### config.mk
export PLATFORM = sky130hd
export DESIGN_NAME = hwpe_stream_streamer_sequencer
export DESIGN_NICKNAME = d
export VERILOG_FILES = /design/src/rtl/hwpe_stream_streamer_sequencer.sv
export SDC_FILE = /design/constraint.sdc
export NUM_CORES = 1
export LEC_CHECK = 0
export CORE_ASPECT_RATIO = 0.7
export CORE_MARGIN = 8
export CORE_UTILIZATION = 35
export CTS_BUF_LIST = sky130_fd_sc_hd__clkbuf_8
export DETAILED_ROUTE_END_ITERATION = 12
export PLACE_DENSITY_LB_ADDON = 0.08
export REMOVE_ABC_BUFFERS = 1
export SYNTH_ARGS = -nofsm -noshare
export SYNTH_HDL_FRONTEND = slang
export SYNTH_SLANG_ARGS = --single-unit
### constraint.sdc
create_clock -name clk_i -period 4.9 [get_ports clk_i]
set_input_delay 0.98 -clock clk_i [delete_from_list [all_inputs] [get_ports clk_i]]
set_output_delay 0.98 -clock clk_i [all_outputs]
set_load 0.05 [all_outputs]
### src/rtl/hwpe_stream_streamer_sequencer.sv
// ---------------------------------------------------------------------------
// hwpe_stream_streamer_sequencer
//
// Steps a group of HWPE streamers through a programmed number of iterations.
// Each iteration waits until every enabled streamer reports ready_start,
// fires one synchronized req_start pulse to all of them, then collects one
// done from each enabled streamer before moving on.
//
// Optional feature macro: HWPE_STREAM_SEQ_PERF_EN
//   When defined, a 32-bit cycles_o port is added. It counts the cycles with
//   busy_o high and saturates at all-ones. It is cleared when a start is
//   accepted and on reset or clear, and it holds its value after the job ends.
//   When the macro is undefined there is no cycles_o port and no counter.
// ---------------------------------------------------------------------------
module hwpe_stream_streamer_sequencer #(
    parameter int unsigned NB_STREAMS = 3,
    parameter int unsigned CNT_WIDTH  = 16
) (
    input  logic                  clk_i,
    input  logic                  rst_ni,
    input  logic                  clear_i,
    input  logic                  start_i,
    input  logic [CNT_WIDTH-1:0]  nb_iter_i,
    input  logic [NB_STREAMS-1:0] stream_mask_i,
    input  logic [NB_STREAMS-1:0] ready_start_i,
    input  logic [NB_STREAMS-1:0] done_i,
    output logic [NB_STREAMS-1:0] req_start_o,
    output logic                  busy_o,
    output logic                  done_o,
    output logic [CNT_WIDTH-1:0]  iter_o
`ifdef HWPE_STREAM_SEQ_PERF_EN
    ,
    output logic [31:0]           cycles_o
`endif
);

    typedef enum logic [2:0] {
        ST_IDLE       = 3'd0,
        ST_WAIT_READY = 3'd1,
        ST_START      = 3'd2,
        ST_WORKING    = 3'd3,
        ST_DONE       = 3'd4
    } state_e;

    localparam logic [CNT_WIDTH-1:0]  ITER_ZERO = {CNT_WIDTH{1'b0}};
    localparam logic [CNT_WIDTH-1:0]  ITER_ONE  = {{(CNT_WIDTH-1){1'b0}}, 1'b1};
    localparam logic [NB_STREAMS-1:0] MASK_ZERO = {NB_STREAMS{1'b0}};

    state_e                  state_q,      state_d;
    logic [CNT_WIDTH-1:0]    nb_iter_q,    nb_iter_d;
    logic [NB_STREAMS-1:0]   mask_q,       mask_d;
    logic [CNT_WIDTH-1:0]    iter_q,       iter_d;
    logic [NB_STREAMS-1:0]   done_seen_q,  done_seen_d;
    logic [NB_STREAMS-1:0]   req_start_q,  req_start_d;
    logic                    busy_q,       busy_d;
    logic                    done_q,       done_d;

    logic [NB_STREAMS-1:0]   done_merged_s;
    logic [CNT_WIDTH-1:0]    iter_inc_s;

    // Next-state, latched job configuration and iteration bookkeeping.
    always_comb begin
        state_d       = state_q;
        nb_iter_d     = nb_iter_q;
        mask_d        = mask_q;
        iter_d        = iter_q;
        done_seen_d   = done_seen_q;
        // A done arriving in the same cycle as the last missing one still counts.
        done_merged_s = done_seen_q | (done_i & mask_q);
        iter_inc_s    = iter_q + ITER_ONE;

        case (state_q)
            ST_IDLE: begin
                if (start_i) begin
                    nb_iter_d = nb_iter_i;
                    mask_d    = stream_mask_i;
                    iter_d    = ITER_ZERO;
                    // An empty job (nothing to iterate or nobody enabled) just signals completion.
                    if ((nb_iter_i == ITER_ZERO) || (stream_mask_i == MASK_ZERO)) begin
                        state_d = ST_DONE;
                    end else begin
                        state_d = ST_WAIT_READY;
                    end
                end else begin
                    state_d = ST_IDLE;
                end
            end
            ST_WAIT_READY: begin
                if ((ready_start_i & mask_q) == mask_q) begin
                    state_d = ST_START;
                end else begin
                    state_d = ST_WAIT_READY;
                end
            end
            ST_START: begin
                done_seen_d = MASK_ZERO;
                state_d     = ST_WORKING;
            end
            ST_WORKING: begin
                done_seen_d = done_merged_s;
                if (done_merged_s == mask_q) begin
                    iter_d = iter_inc_s;
                    if (iter_inc_s == nb_iter_q) begin
                        state_d = ST_DONE;
                    end else begin
                        state_d = ST_WAIT_READY;
                    end
                end else begin
                    state_d = ST_WORKING;
                end
            end
            ST_DONE: begin
                state_d = ST_IDLE;
            end
            default: begin
                state_d = ST_IDLE;
            end
        endcase
    end

    // Outputs are decoded from the next state so they can be registered alongside it.
    always_comb begin
        req_start_d = MASK_ZERO;
        busy_d      = 1'b0;
        done_d      = 1'b0;
        if (state_d == ST_START) begin
            req_start_d = mask_d;
        end else begin
            req_start_d = MASK_ZERO;
        end
        if (state_d != ST_IDLE) begin
            busy_d = 1'b1;
        end else begin
            busy_d = 1'b0;
        end
        if (state_d == ST_DONE) begin
            done_d = 1'b1;
        end else begin
            done_d = 1'b0;
        end
    end

    // State, configuration and registered outputs; clear acts exactly like reset.
    always_ff @(posedge clk_i) begin
        if (!rst_ni) begin
            state_q     <= ST_IDLE;
            nb_iter_q   <= ITER_ZERO;
            mask_q      <= MASK_ZERO;
            iter_q      <= ITER_ZERO;
            done_seen_q <= MASK_ZERO;
            req_start_q <= MASK_ZERO;
            busy_q      <= 1'b0;
            done_q      <= 1'b0;
        end else if (clear_i) begin
            state_q     <= ST_IDLE;
            nb_iter_q   <= ITER_ZERO;
            mask_q      <= MASK_ZERO;
            iter_q      <= ITER_ZERO;
            done_seen_q <= MASK_ZERO;
            req_start_q <= MASK_ZERO;
            busy_q      <= 1'b0;
            done_q      <= 1'b0;
        end else begin
            state_q     <= state_d;
            nb_iter_q   <= nb_iter_d;
            mask_q      <= mask_d;
            iter_q      <= iter_d;
            done_seen_q <= done_seen_d;
            req_start_q <= req_start_d;
            busy_q      <= busy_d;
            done_q      <= done_d;
        end
    end

    assign req_start_o = req_start_q;
    assign busy_o      = busy_q;
    assign done_o      = done_q;
    assign iter_o      = iter_q;

`ifdef HWPE_STREAM_SEQ_PERF_EN
    logic [31:0] cycles_q, cycles_d;

    // Busy-cycle counter: restarts on an accepted start, saturates instead of wrapping.
    always_comb begin
        cycles_d = cycles_q;
        if ((state_q == ST_IDLE) && start_i) begin
            cycles_d = 32'd0;
        end else if (busy_q && (cycles_q != 32'hFFFF_FFFF)) begin
            cycles_d = cycles_q + 32'd1;
        end else begin
            cycles_d = cycles_q;
        end
    end

    // Busy-cycle counter register.
    always_ff @(posedge clk_i) begin
        if (!rst_ni) begin
            cycles_q <= 32'd0;
        end else if (clear_i) begin
            cycles_q <= 32'd0;
        end else begin
            cycles_q <= cycles_d;
        end
    end

    assign cycles_o = cycles_q;
`endif

endmodule

==> results.json, run 1 <==
{
  "syn_area_sq_um": 2580,
  "r2r_cells": 5,
  "reg2reg_slack_ns": 1.97,
  "n_fill_cell": 742,
  "cts-root-buf": "clkbuf_8",
  "ys_ff_latch": 46,
  "seq_area_frac_synth_pct": 35.7,
  "ios": 50,
  "p_per_area_nw_per_um2": 253,
  "cts_buffers": 5,
  "hpwl_microns": 5830,
  "final_cells": 460,
  "syn_to_final_growth_pct": 27.6,
  "routed_wl_microns": 7910,
  "rsz0062_at_grt": "false",
  "syn_inst": 319,
  "antenna_found_initial": 0,
  "crit_type": "input port to flop",
  "hold_violations": 0,
  "postRouteAntennaNets": 0,
  "synth_cell_types": 59,
  "cts_resized": 0,
  "fmax_mhz": 339,
  "seqPwrFrac_pct": 46.3,
  "grt_max_degree": 23,
  "synth_simple_gate_area_share_pct": 33.0,
  "cts_num_sinks": 46,
  "slew_violations": 0,
  "dr_wl_met2_microns": 3180,
  "p_total_mw": 0.834,
  "wl_met3_microns": 494,
  "crit_path_start_kind": "input port",
  "start_util_pct": 35.8,
  "synth_xor_area_share_pct": 7.12,
  "synth_compound_area_share_pct": 19.4,
  "grt_pass1_vias": 2334,
  "finalClockSkew_ns": 0.00376,
  "p_comb_share_pct": 10.9,
  "vias": 2475,
  "required_ns": 5.13,
  "period_needed_ns": 2.95,
  "peakVddDrop_mv": 0.104,
  "clkTransAtPathRegs_ns": 0.09,
  "r2r-end": "iter_o[6]",
  "drive_gt1_share_pct": 7.73,
  "fin_nets": 391,
  "gp_congestion": 0.804,
  "setup_violations": 0,
  "power.leakage_nw": 1.11,
  "clkPwrFrac_pct": 42.8,
  "drt-vias-per-instance": 5.38,
  "r2r-start": "state_q[1]",
  "crit_arrival_ns": 3.17,
  "synthFlopType": "dfxtp_1",
  "hold_class": "flop to flop",
  "drc_errors": 0,
  "synth_top_family_by_area": "simple AND/OR/NAND/NOR gates",
  "cts_hold_buf": 0,
  "swShare_pct": 23.3,
  "synth_area_leaders": "dfxtp_1, a21oi_1, nand2_1",
  "internal_power_mw": 0.640,
  "synth-edff-count": 0,
  "crit_end": "iter_o[6]",
  "wire_per_inst_microns": 17.2,
  "worst_slew_pin_slew_ns": 0.791,
  "fin_area_sq_um": 3300,
  "die_y_microns": 87.9,
  "cts_tree": "yes",
  "status": "complete, no violations",
  "p_switching_mw": 0.194,
  "die_area_sq_um": 10400,
  "die_w_microns": 119,
  "pre_cts_ws_ns": 1.67,
  "grt_overflow": 0,
  "highest_layer": "met4",
  "grt_use_total_pct": 15.4,
  "fin_tns_setup_ns": 0,
  "finalCritPeriodShare_pct": 60.2,
  "antenna_cells": 0,
  "htreeDepth": 2,
  "hold_slack_ns": 0.473,
  "async_flop_share_pct": 0,
  "synthAdderAreaFrac_pct": 0.484,
  "relSlewSlack_pct": 47.3,
  "synth_top_area_share_pct": 35.7,
  "placed_area_sq_um": 3150,
  "postLayoutCoreUtil_pct": 45.6,
  "synth_top_area_cell": "dfxtp_1",
  "critPathLaunch": "done_i[0]",
  "portBuffers": 49,
  "synth.top_cells.by_count": "dfxtp_1, nand2_1, a21oi_1, nor2_1, o21ai_0",
  "synth.most_common_cell": "dfxtp_1",
  "layout_setup_ws_ns": 1.95,
  "clk_latency_ns": 0.30,
  "drt_iter0_drc": 183,
  "endpoint_kind": "flop",
  "placed_cells": 452,
  "muxShareOfSynthArea_pct": 0.388,
  "core_area_sq_um": 7220,
  "wl_met1_microns": 4170,
  "syn_avg_cell_area_sq_um": 8.10,
  "rows": 26,
  "cts_setup_buffers": 0,
  "yosysWarnings": 0,
  "firstDrtPassIters": 4,
  "drv_cap": 0,
  "path_max_fanout": 13,
  "clockBufferDepth": 2,
  "grt_pass1_wl_microns": 12800
}
## power groups by stage
stage / clock network [mW] / logic [mW] / registers [mW]
floorplan: 0 / 0.0432 / 0.395
global placement: 0 / 0.0911 / 0.395
detailed placement: 0 / 0.0912 / 0.395
CTS: 0.361 / 0.0915 / 0.386
global route: 0.378 / 0.0991 / 0.388
finish: 0.357 / 0.0913 / 0.386
## critical path: stages
cell and delay [ns]:
clkdlybuf4s50_1 0.48, nor3b_1 0.05, nor4_1 0.24, buf_4 0.19, nand3_1 0.41, or4_1 0.66, a21oi_1 0.15
## flip-flops by register name, summed over array words and instances (netlist names)
register     flops
iter_o          16
state_q          3
mask_q           3
done_o           1
nb_iter_q       16
busy_o           1
done_seen_q      3
req_start_o      3
## routing by layer
metal	vias to the layer above	GRT usage, %
met1	1160	22.8
met5	-	0
met4	0	3.77
met2	67	21.6
met3	7	3.41
li1	1241	-
## cell usage in the layout (no fill, tap or decap), drive strengths merged, types with 7 or more instances in the layout
| master | instances |
|---|---|
| nand3 | 7 |
| xor2 | 8 |
| a21oi | 35 |
| clkdlybuf4s50 | 49 |
| nor4 | 13 |
| o21ai | 14 |
| nor2 | 25 |
| nand2 | 45 |
| dfxtp | 46 |
| xnor2 | 13 |
## final cells by class
cell class	count	area [sq um]	area share, %
Inverter	6	22.5	0.683
Clock inverter	2	60.1	1.82
Sequential cell	46	921	27.9
Multi-Input combinational cell	249	1570	47.5
Tap cell	98	123	3.72
Timing Repair Buffer	53	520	15.8
Clock buffer	6	82.6	2.51
## cell families (layout without fill, tap and decap cells)
logic type | after synthesis | in the layout
xor gates and xnor gates | 21 | 21
buffers and inverters | 24 | 67
adders and majority gates | 1 | 1
DFF | 46 | 46
AOI/OAI and AO/OA | 81 | 81
muxes | 1 | 1
and+or+nand+nor | 145 | 145
## worst min path at each step
stage	slack, ns	startpoint	depth (start not counted)	end
final	0.47	nb_iter_q[10]	2	nb_iter_q[10]
after global routing	0.49	nb_iter_q[10]	2	nb_iter_q[10]
after CTS	0.48	nb_iter_q[11]	2	nb_iter_q[11]
after detailed placement	0.46	nb_iter_q[11]	2	nb_iter_q[11]
after global placement	0.46	nb_iter_q[10]	2	nb_iter_q[10]
after floorplan	0.44	nb_iter_q[5]	2	nb_iter_q[5]
No activity file was read; power rests on OpenSTA's default activity.
==> inputs of run 2 (changes only) <==
==> constraint.sdc (replaced) <==
create_clock -name clk_i -period 2.6 [get_ports clk_i]
set_input_delay 0.52 -clock clk_i [delete_from_list [all_inputs] [get_ports clk_i]]
set_output_delay 0.52 -clock clk_i [all_outputs]
set_load 0.05 [all_outputs]
==> results.json, run 2 (synthesized netlist as in run 1, its figures left out) <==
{
  "p_per_area_nw_per_um2": 422,
  "power.leakage_nw": 1.22,
  "drt-vias-per-instance": 5.40,
  "peakVddDrop_mv": 0.209,
  "grt_use_total_pct": 15.9,
  "gp_congestion": 0.824,
  "status": "complete, no violations",
  "crit_arrival_ns": 2.68,
  "hold_violations": 0,
  "reg2reg_slack_ns": 0.16,
  "rsz0062_at_grt": "false",
  "final_cell_mix": "clkdlybuf4s50_1, dfxtp_1, nand2_1, a21oi_1, buf_4",
  "grt_overflow": 0,
  "antenna_cells": 0,
  "antenna_found_initial": 0,
  "grt_pass1_wl_microns": 13200,
  "r2r_cells": 7,
  "wl_met3_microns": 607,
  "final_common_cell": "clkdlybuf4s50_1",
  "vias": 2618,
  "cts_tree": "yes",
  "syn_to_final_growth_pct": 34.7,
  "crit_path_start_kind": "flop",
  "grt_max_degree": 24,
  "drive_gt1_share_pct": 14.2,
  "worst_slew_pin_slew_ns": 0.515,
  "fin_tns_setup_ns": 0,
  "clk_latency_ns": 0.31,
  "dr_wl_met2_microns": 3520,
  "cts_buffers": 5,
  "grt_pass1_vias": 2521,
  "routed_wl_microns": 8240,
  "slew_violations": 0,
  "drt_iter0_drc": 179,
  "drc_errors": 0,
  "fmax_mhz": 409,
  "core_area_sq_um": 7220,
  "path_max_fanout": 8,
  "start_util_pct": 35.8,
  "setup_violations": 0,
  "endpoint_kind": "flop",
  "hpwl_microns": 6360,
  "finalCritPeriodShare_pct": 94.0,
  "rows": 26,
  "cts-root-buf": "clkbuf_8",
  "placed_cells": 477,
  "die_w_microns": 119,
  "finalClockSkew_ns": 0.0120,
  "wire_per_inst_microns": 17.0,
  "htreeDepth": 2,
  "clockBufferDepth": 2,
  "cts_num_sinks": 46,
  "die_area_sq_um": 10400,
  "n_fill_cell": 737,
  "hold_class": "flop to flop",
  "cts_hold_buf": 0,
  "period_needed_ns": 2.44,
  "final_cells": 485,
  "required_ns": 2.84,
  "relSlewSlack_pct": 65.6,
  "fin_nets": 416,
  "p_total_mw": 1.47,
  "die_y_microns": 87.9,
  "ios": 50,
  "drv_cap": 0,
  "firstDrtPassIters": 4,
  "clkTransAtPathRegs_ns": 0.10,
  "postRouteAntennaNets": 0,
  "wl_met1_microns": 4060,
  "highest_layer": "met4",
  "crit_type": "flop to flop",
  "portBuffers": 49,
  "min_path_cells": 2
}
==> run 2: changes by cell type in the layout (fill, tap and decap cells not counted) <==
| cell | previous run | this run |
|---|---|---|
| clkinvlp_4 | 0 | 2 |
| o31ai_1 | 2 | 1 |
| a2111oi_1 | 0 | 1 |
| nor4bb_1 | 1 | 0 |
| buf_4 | 4 | 28 |
| bufinv_16 | 2 | 1 |
| clkbuf_8 | 6 | 5 |
| buf_12 | 0 | 1 |
| nor4bb_2 | 0 | 1 |
| o31ai_2 | 0 | 1 |
| a2111oi_0 | 1 | 0 |
==> run 2: repair_timing <==
action | in CTS | in global routing
setup endpoints to repair | 0 | 4
gates resized for setup | 0 | 3
setup buffers | 0 | 0
==> run 2: worst paths after layout <==
path,start,end
setup / recovery,iter_o[1],state_q[2]
hold / removal,nb_iter_q[7],nb_iter_q[7]
setup reg to reg,iter_o[1],state_q[2]
hold reg to reg,nb_iter_q[7],nb_iter_q[7]
==> run 2: critical path, cell delays in order (launching register included) <==
cell	delay, ns
dfxtp_1	0.46
ha_1	0.24
nand3_2	0.22
nor4_2	0.37
o221ai_1	0.17
a2111oi_1	0.49
nand4b_1	0.22
o22ai_1	0.22
==> run 2: area by class of cell <==
cell class                 count  area [sq um]  share of cell area [%]
multi-input combinational    249          1580                    45.4
timing repair buffer          78           721                    20.7
inverter                       6          22.5                   0.647
clock inverter                 3          45.0                    1.29
tap                           98           123                    3.52
sequential                    46           921                    26.5
clock buffer                   5          68.8                    1.98
==> run 2: metal layers <==
layer	vias to the layer above	global-route usage, %
li1	1290	-
met1	1250	22.1
met2	74	24.0
met3	4	4.12
met4	0	3.77
met5	-	0
==> run 2: power by group <==
part	internal (mW)	switching, mW
Clock	0.286	0.269
Sequential	0.716	0.0121
Combinational	0.0883	0.0956
==> run 2: through the flow <==
step           worst slack, ns  hold WS, ns  utilization, %  area, sq um
4_1_cts                 0.0564        0.475            48.0         3470
5_1_grt                 0.0489        0.501            48.2         3480
3_5_place_dp           0.00825        0.462            46.4         3350
3_3_place_gp            0.0303        0.458            46.4         3350
2_1_floorplan           -0.913        0.440               -         2500
6_report                 0.157        0.476            48.2         3480
